===== config.mk =====
export PLATFORM = sky130hd
export DESIGN_NAME = sram_like_arbiter
export DESIGN_NICKNAME = d
export VERILOG_FILES = /design/src/rtl/sram_like_arbiter_pkg.sv /design/src/rtl/sram_like_arbiter_owner_id_fifo.sv /design/src/rtl/sram_like_arbiter.sv
export SDC_FILE = /design/constraint.sdc
export NUM_CORES = 1
export LEC_CHECK = 0
export CAP_MARGIN = 20
export CELL_PAD_IN_SITES_DETAIL_PLACEMENT = 1
export CELL_PAD_IN_SITES_GLOBAL_PLACEMENT = 1
export CORE_MARGIN = 5
export CORE_UTILIZATION = 14
export DETAILED_ROUTE_END_ITERATION = 8
export GPL_TIMING_DRIVEN = 1
export PLACE_DENSITY = 0.81
export REMOVE_ABC_BUFFERS = 1
export SYNTH_ARGS = -nofsm -noshare
export SYNTH_HDL_FRONTEND = slang
export SYNTH_SLANG_ARGS = --single-unit

===== constraint.sdc =====
create_clock -name clk -period 2.9 [get_ports clk]
set_input_delay 0.29 -clock clk [delete_from_list [all_inputs] [get_ports clk]]
set_output_delay 0.29 -clock clk [all_outputs]
set_load 0.02 [all_outputs]

===== src/rtl/sram_like_arbiter_pkg.sv =====
// sram_like_arbiter_pkg: owner IDs and grant-state encodings shared by the arbiter slice
package sram_like_arbiter_pkg;
  localparam logic ID_INST = 1'b0;
  localparam logic ID_DATA = 1'b1;
  typedef enum logic [1:0] {GNT_IDLE, GNT_INST, GNT_DATA} gnt_state_t;
endpackage


===== src/rtl/sram_like_arbiter_owner_id_fifo.sv =====
// owner_id_fifo: in-order 1-bit owner tags for requests accepted but not yet answered
module owner_id_fifo #(
  parameter int DEPTH = 4,
  parameter int CNT_W = $clog2(DEPTH) + 1
) (
  input  logic             clk,
  input  logic             reset,
  input  logic             push,
  input  logic             din,
  input  logic             pop,
  output logic             dout,
  output logic             full,
  output logic             empty,
  output logic [CNT_W-1:0] count
);
  localparam int PW = $clog2(DEPTH);
  logic [DEPTH-1:0] ids;
  logic [PW-1:0] wr_ptr, rd_ptr;
  logic do_push, do_pop;
  assign full = count == CNT_W'(DEPTH);
  assign empty = count == '0;
  assign do_push = push && !full;
  assign do_pop = pop && !empty;
  assign dout = ids[rd_ptr];
  always_ff @(posedge clk) begin
    if (reset) begin
      wr_ptr <= '0;
      rd_ptr <= '0;
      count <= '0;
    end else begin
      if (do_push) begin
        ids[wr_ptr] <= din;
        wr_ptr <= wr_ptr + PW'(1);
      end
      if (do_pop) rd_ptr <= rd_ptr + PW'(1);
      count <= count + CNT_W'(do_push) - CNT_W'(do_pop);
    end
  end
endmodule


===== src/rtl/sram_like_arbiter.sv =====
// sram_like_arbiter: shares one sram-like slave port between inst fetch and load/store masters
module sram_like_arbiter
  import sram_like_arbiter_pkg::*;
#(
  parameter int MAX_OUTSTANDING = 4,
  parameter int CNT_W = $clog2(MAX_OUTSTANDING) + 1
) (
  input  logic        clk,
  input  logic        reset,
  input  logic        inst_sram_req,
  input  logic        inst_sram_wr,
  input  logic [1:0]  inst_sram_size,
  input  logic [3:0]  inst_sram_wstrb,
  input  logic [31:0] inst_sram_addr,
  input  logic [31:0] inst_sram_wdata,
  output logic        inst_sram_addr_ok,
  output logic        inst_sram_data_ok,
  output logic [31:0] inst_sram_rdata,
  input  logic        data_sram_req,
  input  logic        data_sram_wr,
  input  logic [1:0]  data_sram_size,
  input  logic [3:0]  data_sram_wstrb,
  input  logic [31:0] data_sram_addr,
  input  logic [31:0] data_sram_wdata,
  output logic        data_sram_addr_ok,
  output logic        data_sram_data_ok,
  output logic [31:0] data_sram_rdata,
  output logic        mem_req,
  output logic        mem_wr,
  output logic [1:0]  mem_size,
  output logic [3:0]  mem_wstrb,
  output logic [31:0] mem_addr,
  output logic [31:0] mem_wdata,
  input  logic        mem_addr_ok,
  input  logic        mem_data_ok,
  input  logic [31:0] mem_rdata,
  output logic        protocol_err
);
  gnt_state_t state, state_nxt;
  logic sel_inst, sel_data, full, empty, head, push, pop;
  logic [CNT_W-1:0] count;
  always_ff @(posedge clk) begin
    if (reset) begin
      state <= GNT_IDLE;
      protocol_err <= 1'b0;
    end else begin
      state <= state_nxt;
      if (mem_data_ok && count == '0) protocol_err <= 1'b1;
    end
  end
  // A stalled request keeps its master granted so the slave sees a stable channel.
  always_comb begin
    sel_data = state == GNT_DATA || (state == GNT_IDLE && data_sram_req);
    sel_inst = state == GNT_INST || (state == GNT_IDLE && !data_sram_req && inst_sram_req);
    mem_req = ((sel_data && data_sram_req) || (sel_inst && inst_sram_req)) && !full;
    push = mem_req && mem_addr_ok;
    pop = mem_data_ok && !empty;
    state_nxt = mem_req && !mem_addr_ok ? (sel_data ? GNT_DATA : GNT_INST) : GNT_IDLE;
  end
  assign mem_wr = sel_data ? data_sram_wr : sel_inst ? inst_sram_wr : 1'b0;
  assign mem_size = sel_data ? data_sram_size : sel_inst ? inst_sram_size : 2'd0;
  assign mem_wstrb = sel_data ? data_sram_wstrb : sel_inst ? inst_sram_wstrb : 4'd0;
  assign mem_addr = sel_data ? data_sram_addr : sel_inst ? inst_sram_addr : 32'd0;
  assign mem_wdata = sel_data ? data_sram_wdata : sel_inst ? inst_sram_wdata : 32'd0;
  assign inst_sram_addr_ok = push && sel_inst;
  assign data_sram_addr_ok = push && sel_data;
  assign inst_sram_data_ok = pop && head == ID_INST;
  assign data_sram_data_ok = pop && head == ID_DATA;
  assign inst_sram_rdata = mem_rdata;
  assign data_sram_rdata = mem_rdata;
  owner_id_fifo #(.DEPTH(MAX_OUTSTANDING), .CNT_W(CNT_W)) u_ids (
    .clk(clk),
    .reset(reset),
    .push(push),
    .din(sel_data ? ID_DATA : ID_INST),
    .pop(pop),
    .dout(head),
    .full(full),
    .empty(empty),
    .count(count)
  );
endmodule


# Word-level counts from Yosys, hierarchy flattened
# Index checks and enable logic that the tools add are counted.
# word_totals
reg_bits,14
in_bits,180
out_inout_bits,141
word_cells,64
# classes
add_sub_neg,4
order_cmp,3
n_eq_ne,3
n_mux,17
n_bitwise,3
n_reduce_logical,28
# op_table
operator,n
two-way mux 32 bit,4
logical AND 1 bit,17
two-way mux 4 bit,2
"less-than comparator 2 x 3 -> 1 bit, second input constant",2
two-way mux 2 bit,3
two-way mux 1 bit,5
"adder 2 x 1 -> 2 bit, second input constant",2
bitwise mux 4 bit,1
zero test 1 bit,4
adder 3 x 1 -> 3 bit,1
"== test 3 bit, second input constant",1
zero test 3 bit,1
logical OR 1 bit,3
inverter 1 bit,3
subtractor 3 x 1 -> 3 bit,1
binary-select mux 1 bit (select 2 bit),1
demux 1 bit (select 2 bit),1
"== test 2 x 1 -> 1 bit, second input constant",1
"== test 2 bit, second input constant",1
"greater-or-equal comparator 2 x 1 -> 1 bit, second input constant",1
zero test 2 bit,1
AND reduction 2 bit,1
OR reduction 2 bit,1

# Depth between registers and ports, before layout
# Gate-level depths: netlist of run 1.
# logic_depth
ltp_word,11
ltp_mapped,9
ltp_nobuf,9

# Modules after synthesis
# From an unflattened synthesis of run 1, not the netlist that was laid out.
# unflattened
cells_unflattened,228
area_unflattened_um2,2025.7
# by_module_without_submodules
mod,n_inst,cells_per_inst,area_per_inst_um2,seq_area_each_um2
sram_like_arbiter,1,174,1453.9,60.1
owner_id_fifo,1,54,571.8,260.2

# Worst setup path before layout of run 1
# OpenSTA, ideal clock, no wires.
# synth_path
path_type,reg2reg
start,register u_ids.count[1]
end,register u_ids.count[2]
setup_time_ns,0.125
t_arrival_ns,2.013
required_ns,2.775
setup_slack_ns,0.762
path_stages_with_launch,10
n_path_buf,0
period_less_slack_ns,2.138
cell_sequence,dfxtp_1 > o31ai_1 > inv_1 > ha_1 > inv_1 > ha_1 > fa_1 > xnor2_1 > xnor2_1 > nor2_1
# synth_via
word_cells_on_any_way,11
classes_between,add/sub: 2; eq/ne: 1; reduce/logical: 8
# synth_rtl
item,line_no,source
start: declaration,sram_like_arbiter_owner_id_fifo.sv:14,output logic [CNT_W-1:0] count
start signal: assignment,sram_like_arbiter_owner_id_fifo.sv:36,count <= count + CNT_W'(do_push) - CNT_W'(do_pop);
zero test 3 bit (*),sram_like_arbiter_owner_id_fifo.sv:21,assign empty = count == '0;
zero test 1 bit (*),"sram_like_arbiter_owner_id_fifo.sv:23, sram_like_arbiter.sv:57",
logical AND 1 bit,sram_like_arbiter.sv:57,pop = mem_data_ok && !empty;
logical AND 1 bit (*),sram_like_arbiter_owner_id_fifo.sv:23,assign do_pop = pop && !empty;
via u_ids.do_pop,sram_like_arbiter_owner_id_fifo.sv:19,"logic do_push, do_pop;"
subtractor 3 x 1 -> 3 bit (*),sram_like_arbiter_owner_id_fifo.sv:36,
# Mark *: on every way through the listed nets, which the timed path passes. The rest lies on a longest branch.
# A chain may end at the register's enable or synchronous reset.

# Worst setup path in the final report of run 1
# layout_path
start,input data_sram_req
end,output mem_wr
# layout_via
elab_chain_len,6
word_cells_on_any_way,8
classes_between,mux: 2; reduce/logical: 6
# layout_lines
item,line_no,source
start: declaration,sram_like_arbiter.sv:19,"input logic data_sram_req,"
zero test 1 bit,sram_like_arbiter.sv:54,sel_inst = state == GNT_INST || (state == GNT_IDLE && !data_sram_req && inst_sram_req);
logical AND 1 bit (2 in a row),sram_like_arbiter.sv:54,
logical OR 1 bit,sram_like_arbiter.sv:54,
two-way mux 1 bit,sram_like_arbiter.sv:60,assign mem_wr = sel_data ? data_sram_wr : sel_inst ? inst_sram_wr : 1'b0;
two-way mux 1 bit (*),sram_like_arbiter.sv:60,
end: declaration,sram_like_arbiter.sv:29,"output logic mem_wr,"
# Every way passes the cells marked *; elsewhere a longest branch is shown, timed or not.

==> flow_summary.ini, run 1 <==
[power_and_ir_drop]
seq_power_share_pct = 15.4
p_total_mw = 1.85
combPwrFrac_pct = 70.4
p_leak_nw = 1.65
p_sw_mw = 0.720
power_density_mw_per_mm2 = 441
clkPwrFrac_pct = 14.2
vdd_drop_max_mv = 0.180
power_switching_share_pct = 38.9
p_int_mw = 1.13

[synthesis]
yosysUniqueCellTypes = 31
synthCells = 223
synthArstFlopShare_pct = 0
synth_edf_count = 4
yosysWarnings = 0
synth_ff_type = dfxtp_1
syn-cell-area_sq_mm = 0.00203
seq_area_frac_synth_pct = 15.7
ys_seq_elements = 14
syn_avg_cell_area_sq_um = 9.12

[floorplanning]
fp.dieW_um = 131
rows = 44
start_util_pct = 14.2
ioPinCount = 321
dieHeight_um = 131
coreArea_sq_mm = 0.0144
dieArea_sq_mm = 0.0170

[clock_network]
clockBufferDepth = 2
cts-buffers-inserted = 3
postCtsSetupRepairBufs = 0
clk_pin_slew_ns = 0.04
cts_tree = yes
cts.repair.resized = 0
clock_sinks = 14
insertion_delay_ns = 0.24
cts-hold-fix-buffers = 0
htree_levels = 1
ctsRootBufferMaster = clkbuf_16

[sta]
worst_pin_slew_ns = 0.516
post-route-period-util_pct = 91.9
fmax_mhz = 375
fin_ws_ns = 0.236
rsz0062_at_grt = false
tns_ns = 0
hold_viol = 0
fin_crit_ns = 2.66
worst_hold_slack_ns = 0.479
fin_worst_skew_ns = 0.00456
setup_viol = 0
slew_viol_final = 0
max-slew-margin-rel_pct = 65.3

[global_routing]
grt_overflow = 0
grt_max_degree = 78
grt_pass1_vias = 2748
grt_usage_pct = 16.2
antenna_found_initial = 1
grt_pass1_wl_mm = 19.5

[hold_path]
min_path_type = flip-flop to flip-flop
holdPathStages = 2

[setup_path]
reg2reg_slack_ns = 0.52
startpoint = data_sram_req
r2r_cells = 9
worst-path-stages = 6
crit_family = buffers and inverters
path_common_cell = clkdlybuf4s50_1
critPathCapture = mem_wr
worstPathRequired_ns = 2.61
r2r-end = u_ids.count[2]
endpoint_kind = output port
worstPathCellList = clkdlybuf4s50_1, nand2b_4, a21oi_4, buf_12, a22o_1, clkdlybuf4s50_1
r2r_start = u_ids.count[1]
worst_path_max_delay_cell = clkdlybuf4s50_1
path_max_fanout = 71
start_kind = input port
cp_num_buf_inv = 3
cpPeakStageDelay_ns = 0.65
crit_arrival_ns = 2.37
critical_path_class = input port to output port

[cells_and_area]
area_delta_synth_final_pct = 106
drive_gt1_share_pct = 11.3
final_cells = 558
final_net_count = 561

[placement]
port_buffers = 224
hpwlAfterDp_mm = 13.6
dp.cells = 553
gp_congestion = 0.760
place_ws_ns = 0.242

[flow_run]
drv_cap = 0

[route]
dr.pass1.iters = 4
num_vias = 2344
ant_nets = 0
viasPerCell = 4.20
routed_wl_mm = 14.8
post_drt_wl_per_cell_um = 26.5
drc = 0
drtIter0Drc = 89

[status]
status = finished, final reports clean
==> routing by layer <==
| layer | track usage [%] | share of wire, % |
|---|---|---|
| met1 | 19.3 | 40 |
| met2 | 23.2 | 41 |
| met3 | 13.2 | 18 |
| met4 | 1.88 | 0.72 |
| met5 | 2.94 | 0.47 |
==> cell usage in the layout, fill, tap and decap left out <==
master / n
a211oi_4: 1
inv_1: 9
dfxtp_1: 10
mux2_4: 1
o31ai_1: 1
and2b_1: 1
nor2_4: 1
clkdlybuf4s50_1: 196
nand2b_4: 3
diode_2: 1
nor3b_2: 1
nand2b_1: 3
and3b_1: 2
nor2b_1: 2
clkinv_1: 1
clkbuf_16: 3
fa_1: 1
nor3b_1: 1
nor3_1: 1
buf_4: 8
ha_1: 6
o311ai_0: 1
a22o_1: 71
edfxtp_1: 4
buf_12: 22
mux2i_1: 1
nor2_1: 10
and4b_1: 3
a21oi_1: 2
a21oi_4: 1
xor2_1: 2
mux4_2: 1
xnor2_1: 2
and3_1: 1
==> state kept, by name (all words and copies together) (netlist names) <==
signal / cells
u_ids.ids: 4
protocol_err: 1
u_ids.rd_ptr: 2
u_ids.count: 3
state: 2
u_ids.wr_ptr: 2
==> area by class of cell <==
cell class / count / area [sq um]
fill: 1659 / 10200
timing repair buffer: 226 / 2460
multi-input combinational: 120 / 1070
sequential: 14 / 320
tap: 184 / 230
clock buffer: 3 / 75.1
inverter: 9 / 33.8
clock inverter: 1 / 3.75
antenna: 1 / 2.50
==> kinds of logic after synthesis <==
logic type | count (synthesis) | synth area share [%]
AO/OA/AOI/OAI | 77 | 33.6
XOR/XNOR | 4 | 1.72
adder cells (fa/ha/maj) | 7 | 4.67
buffers and inverters | 89 | 32.0
flip-flops | 14 | 15.7
multiplexers | 3 | 2.34
AND/OR/NAND/NOR | 29 | 9.84
==> cell usage after synthesis, drive strengths merged, types with 3 or more instances <==
cell type  count  area [sq um]
edfxtp         4           120
a21oi          3          26.3
dfxtp         10           200
and4b          3          30.0
ha             6          75.1
inv            9          33.8
nand2b         6          60.1
a22o          71           622
nor2          11          41.3
buf           79           614
==> worst reg2reg max path: stages (launching register included) <==
cell	delay [ns]
dfxtp_1	0.37
o31ai_1	0.50
inv_1	0.12
ha_1	0.30
inv_1	0.04
ha_1	0.18
fa_1	0.38
xnor2_1	0.17
xnor2_1	0.14
nor2_1	0.06
==> worst min path at each step <==
stage,start,to
2_1_floorplan,reset,u_ids.count[0]
3_3_place_gp,protocol_err,protocol_err
3_5_place_dp,protocol_err,protocol_err
4_1_cts,protocol_err,protocol_err
5_1_grt,protocol_err,protocol_err
6_report,protocol_err,protocol_err
==> metrics by stage <==
stage | area (sq um) | utilization, %
2_1_floorplan | 1420 | -
3_3_place_gp | 4120 | 28.6
3_5_place_dp | 4120 | 28.6
4_1_cts | 4200 | 29.2
5_1_grt | 4200 | 29.2
6_report | 4200 | 29.2
==> power groups by stage <==
| stage | registers (mW) | clock network, mW | logic (mW) |
|---|---|---|---|
| floorplan | 0.283 | 0 | 0.556 |
| global placement | 0.285 | 0 | 1.29 |
| detailed placement | 0.289 | 0 | 1.33 |
| CTS | 0.286 | 0.269 | 1.33 |
| global route | 0.291 | 0.280 | 1.39 |
| finish | 0.285 | 0.263 | 1.30 |
No activity file was read; power rests on OpenSTA's default activity.
==> run 2, diff against run 1 <==
- CORE_UTILIZATION: 14 -> 13
- PLACE_DENSITY: 0.81 -> 0.76
- SYNTH_HIERARCHICAL: unset -> 1
==> run 2 against run 1 <==
Effect of this change:
- clock power increased by 2%
- worst hold slack got worse by 0.0022 ns
- cell count up 7.3%
- synthesized cell count increased by 2.2%
- die area grew 6.7%
- sequential share of layout area grew 0.18 points
- clock-buffer cell count stayed put
- power is 5.8% lower
- flip-flop and latch count unchanged
- worst setup slack gained 0.036 ns
- clock skew is 0.0029 ns lower
- non-clock buffer count increased by 9
==> flow_summary.ini, run 2 <==
[status]
status = finished, final reports clean

[clock_network]
insertion_delay_ns = 0.25
clockBufferDepth = 2
htree_levels = 1
cts_tree = yes
cts.repair.resized = 0
postCtsSetupRepairBufs = 0
clock_sinks = 14
cts-hold-fix-buffers = 0
clk_pin_slew_ns = 0.05
cts-buffers-inserted = 3
ctsRootBufferMaster = clkbuf_16

[setup_path]
crit_arrival_ns = 2.80
reg2reg_slack_ns = 0.33
start_kind = input port
worstPathRequired_ns = 3.07
critical_path_class = input port to flip-flop
endpoint_kind = flip-flop
path_max_fanout = 4

[placement]
dp.cells = 594
port_buffers = 224
hpwlAfterDp_mm = 11.8
gp_congestion = 0.755
place_ws_ns = 0.00833

[route]
viasPerCell = 4.00
routed_wl_mm = 13.0
post_drt_wl_per_cell_um = 21.7
drtIter0Drc = 40
drc = 0
ant_nets = 0
num_vias = 2398
dr.pass1.iters = 4

[floorplanning]
coreArea_sq_mm = 0.0153
start_util_pct = 13.3
fp.dieW_um = 135
dieHeight_um = 135
rows = 45
dieArea_sq_mm = 0.0182
ioPinCount = 321

[flow_run]
drv_cap = 0

[sta]
fin_crit_ns = 2.63
fin_ws_ns = 0.272
max-slew-margin-rel_pct = 73.4
slew_viol_final = 0
fmax_mhz = 380
rsz0062_at_grt = false
worst_pin_slew_ns = 0.396
post-route-period-util_pct = 90.6
setup_viol = 0
worst_hold_slack_ns = 0.477
tns_ns = 0
hold_viol = 0
fin_worst_skew_ns = 0.00161

[cells_and_area]
area_delta_synth_final_pct = 103
largest_reg_flops = 4
reg_top3 = u_ids/ids x4, u_ids/count x3
final_cells = 599
final_net_count = 575
top_register = u_ids/ids
final_util_pct = 26.9
mostFrequentLayoutCell = clkdlybuf4s50_1
drive_gt1_share_pct = 7.49
multiInputGateArea_sq_mm = 0.00104
mostFrequentLayoutCells = 214 x clkdlybuf4s50_1, 71 x a22o_1, 16 x buf_4, 10 x dfxtp_1, 9 x inv_1
nFillCells = 1775
regArea_sq_um = 320

[global_routing]
grt_usage_pct = 13.3
antenna_found_initial = 0
grt_pass1_vias = 2735
grt_overflow = 0
grt_pass1_wl_mm = 18.0
grt_max_degree = 72

[power_and_ir_drop]
p_leak_nw = 1.59
vdd_drop_max_mv = 0.173
power_density_mw_per_mm2 = 425

[synthesis]
yosysUniqueCellTypes = 30
synth_edf_count = 4
synth_commonest_cells = 71 x a22o_1, 65 x buf_4, 12 x buf_6
yosysWarnings = 6
synth.most_common_cell = a22o_1
synthArstFlopShare_pct = 0
syn-cell-area_sq_mm = 0.00203
synthTopCellsByArea = a22o_1 31%, buf_4 24%, dfxtp_1 9.9%
ys_seq_elements = 14
seq_area_frac_synth_pct = 15.8
synth_largest_area_cell = a22o_1
synth_ff_type = dfxtp_1
syn_avg_cell_area_sq_um = 8.88
synthCells = 228
netlist.area_leader.share_pct = 30.7

[hold_path]
min_path_type = flip-flop to flip-flop
[run 2: stage by stage]
stage	total power [mW]	cell area, sq um
after global routing	1.86	4100
after floorplan	0.815	1390
final	1.74	4100
after global placement	1.47	4020
after CTS	1.78	4100
after detailed placement	1.50	4020
[run 2: path summary, 6_finish.rpt]
path,startpoint,end,cells after the start
hold reg to reg,protocol_err,protocol_err,2
hold / removal,protocol_err,protocol_err,2
setup reg to reg,u_ids/count[1],u_ids/count[2],14
setup / recovery,data_sram_req,u_ids/count[2],15
[run 2: worst max-delay path: stages]
cell and delay [ns]:
clkdlybuf4s50_1 0.50, nand2b_1 0.08, a21oi_1 0.19, and2_1 0.15
inv_1 0.06, nor2_1 0.14, inv_1 0.06, ha_1 0.27
inv_1 0.06, ha_1 0.13, inv_1 0.05, fa_1 0.36
xor2_1 0.16, and2_1 0.17, nor3_1 0.12
[run 2: metal layers]
metal,up-vias,GRT usage [%],share of wire (%)
met4,2,1.70,0.88
met2,201,20.0,45
met5,-,4.44,0.41
met1,1095,15.0,38
met3,10,10.2,16
li1,1090,-,-
[run 2: power breakdown]
group          internal, mW  total, mW  switching, mW
logic                 0.643       1.19          0.545
clock network         0.183      0.267         0.0838
registers             0.241      0.290         0.0495
total                  1.07       1.74          0.678
[run 2: logic make-up (layout without fill, tap and decap cells)]
kind of cell / Yosys count / count (layout) / synth area share [%]
buffers and inverters: 89 / 248 / 33.0
muxes: 2 / 2 / 1.61
DFF: 14 / 14 / 15.8
adders and majority gates: 7 / 7 / 4.69
xor gates and xnor gates: 2 / 2 / 0.865
other: 0 / 1 / 0
and+or+nand+nor: 36 / 36 / 10.9
AOI/OAI and AO/OA: 78 / 78 / 33.1
[run 2: final cells by class]
cell class	instances	share of cell area, %
Tap cell	211	6.43
Clock buffer	3	1.83
Multi-Input combinational cell	125	25.4
Sequential cell	14	7.81
Timing Repair Buffer	235	57.6
Clock inverter	1	0.0915
Antenna cell	1	0.0610
Inverter	9	0.823
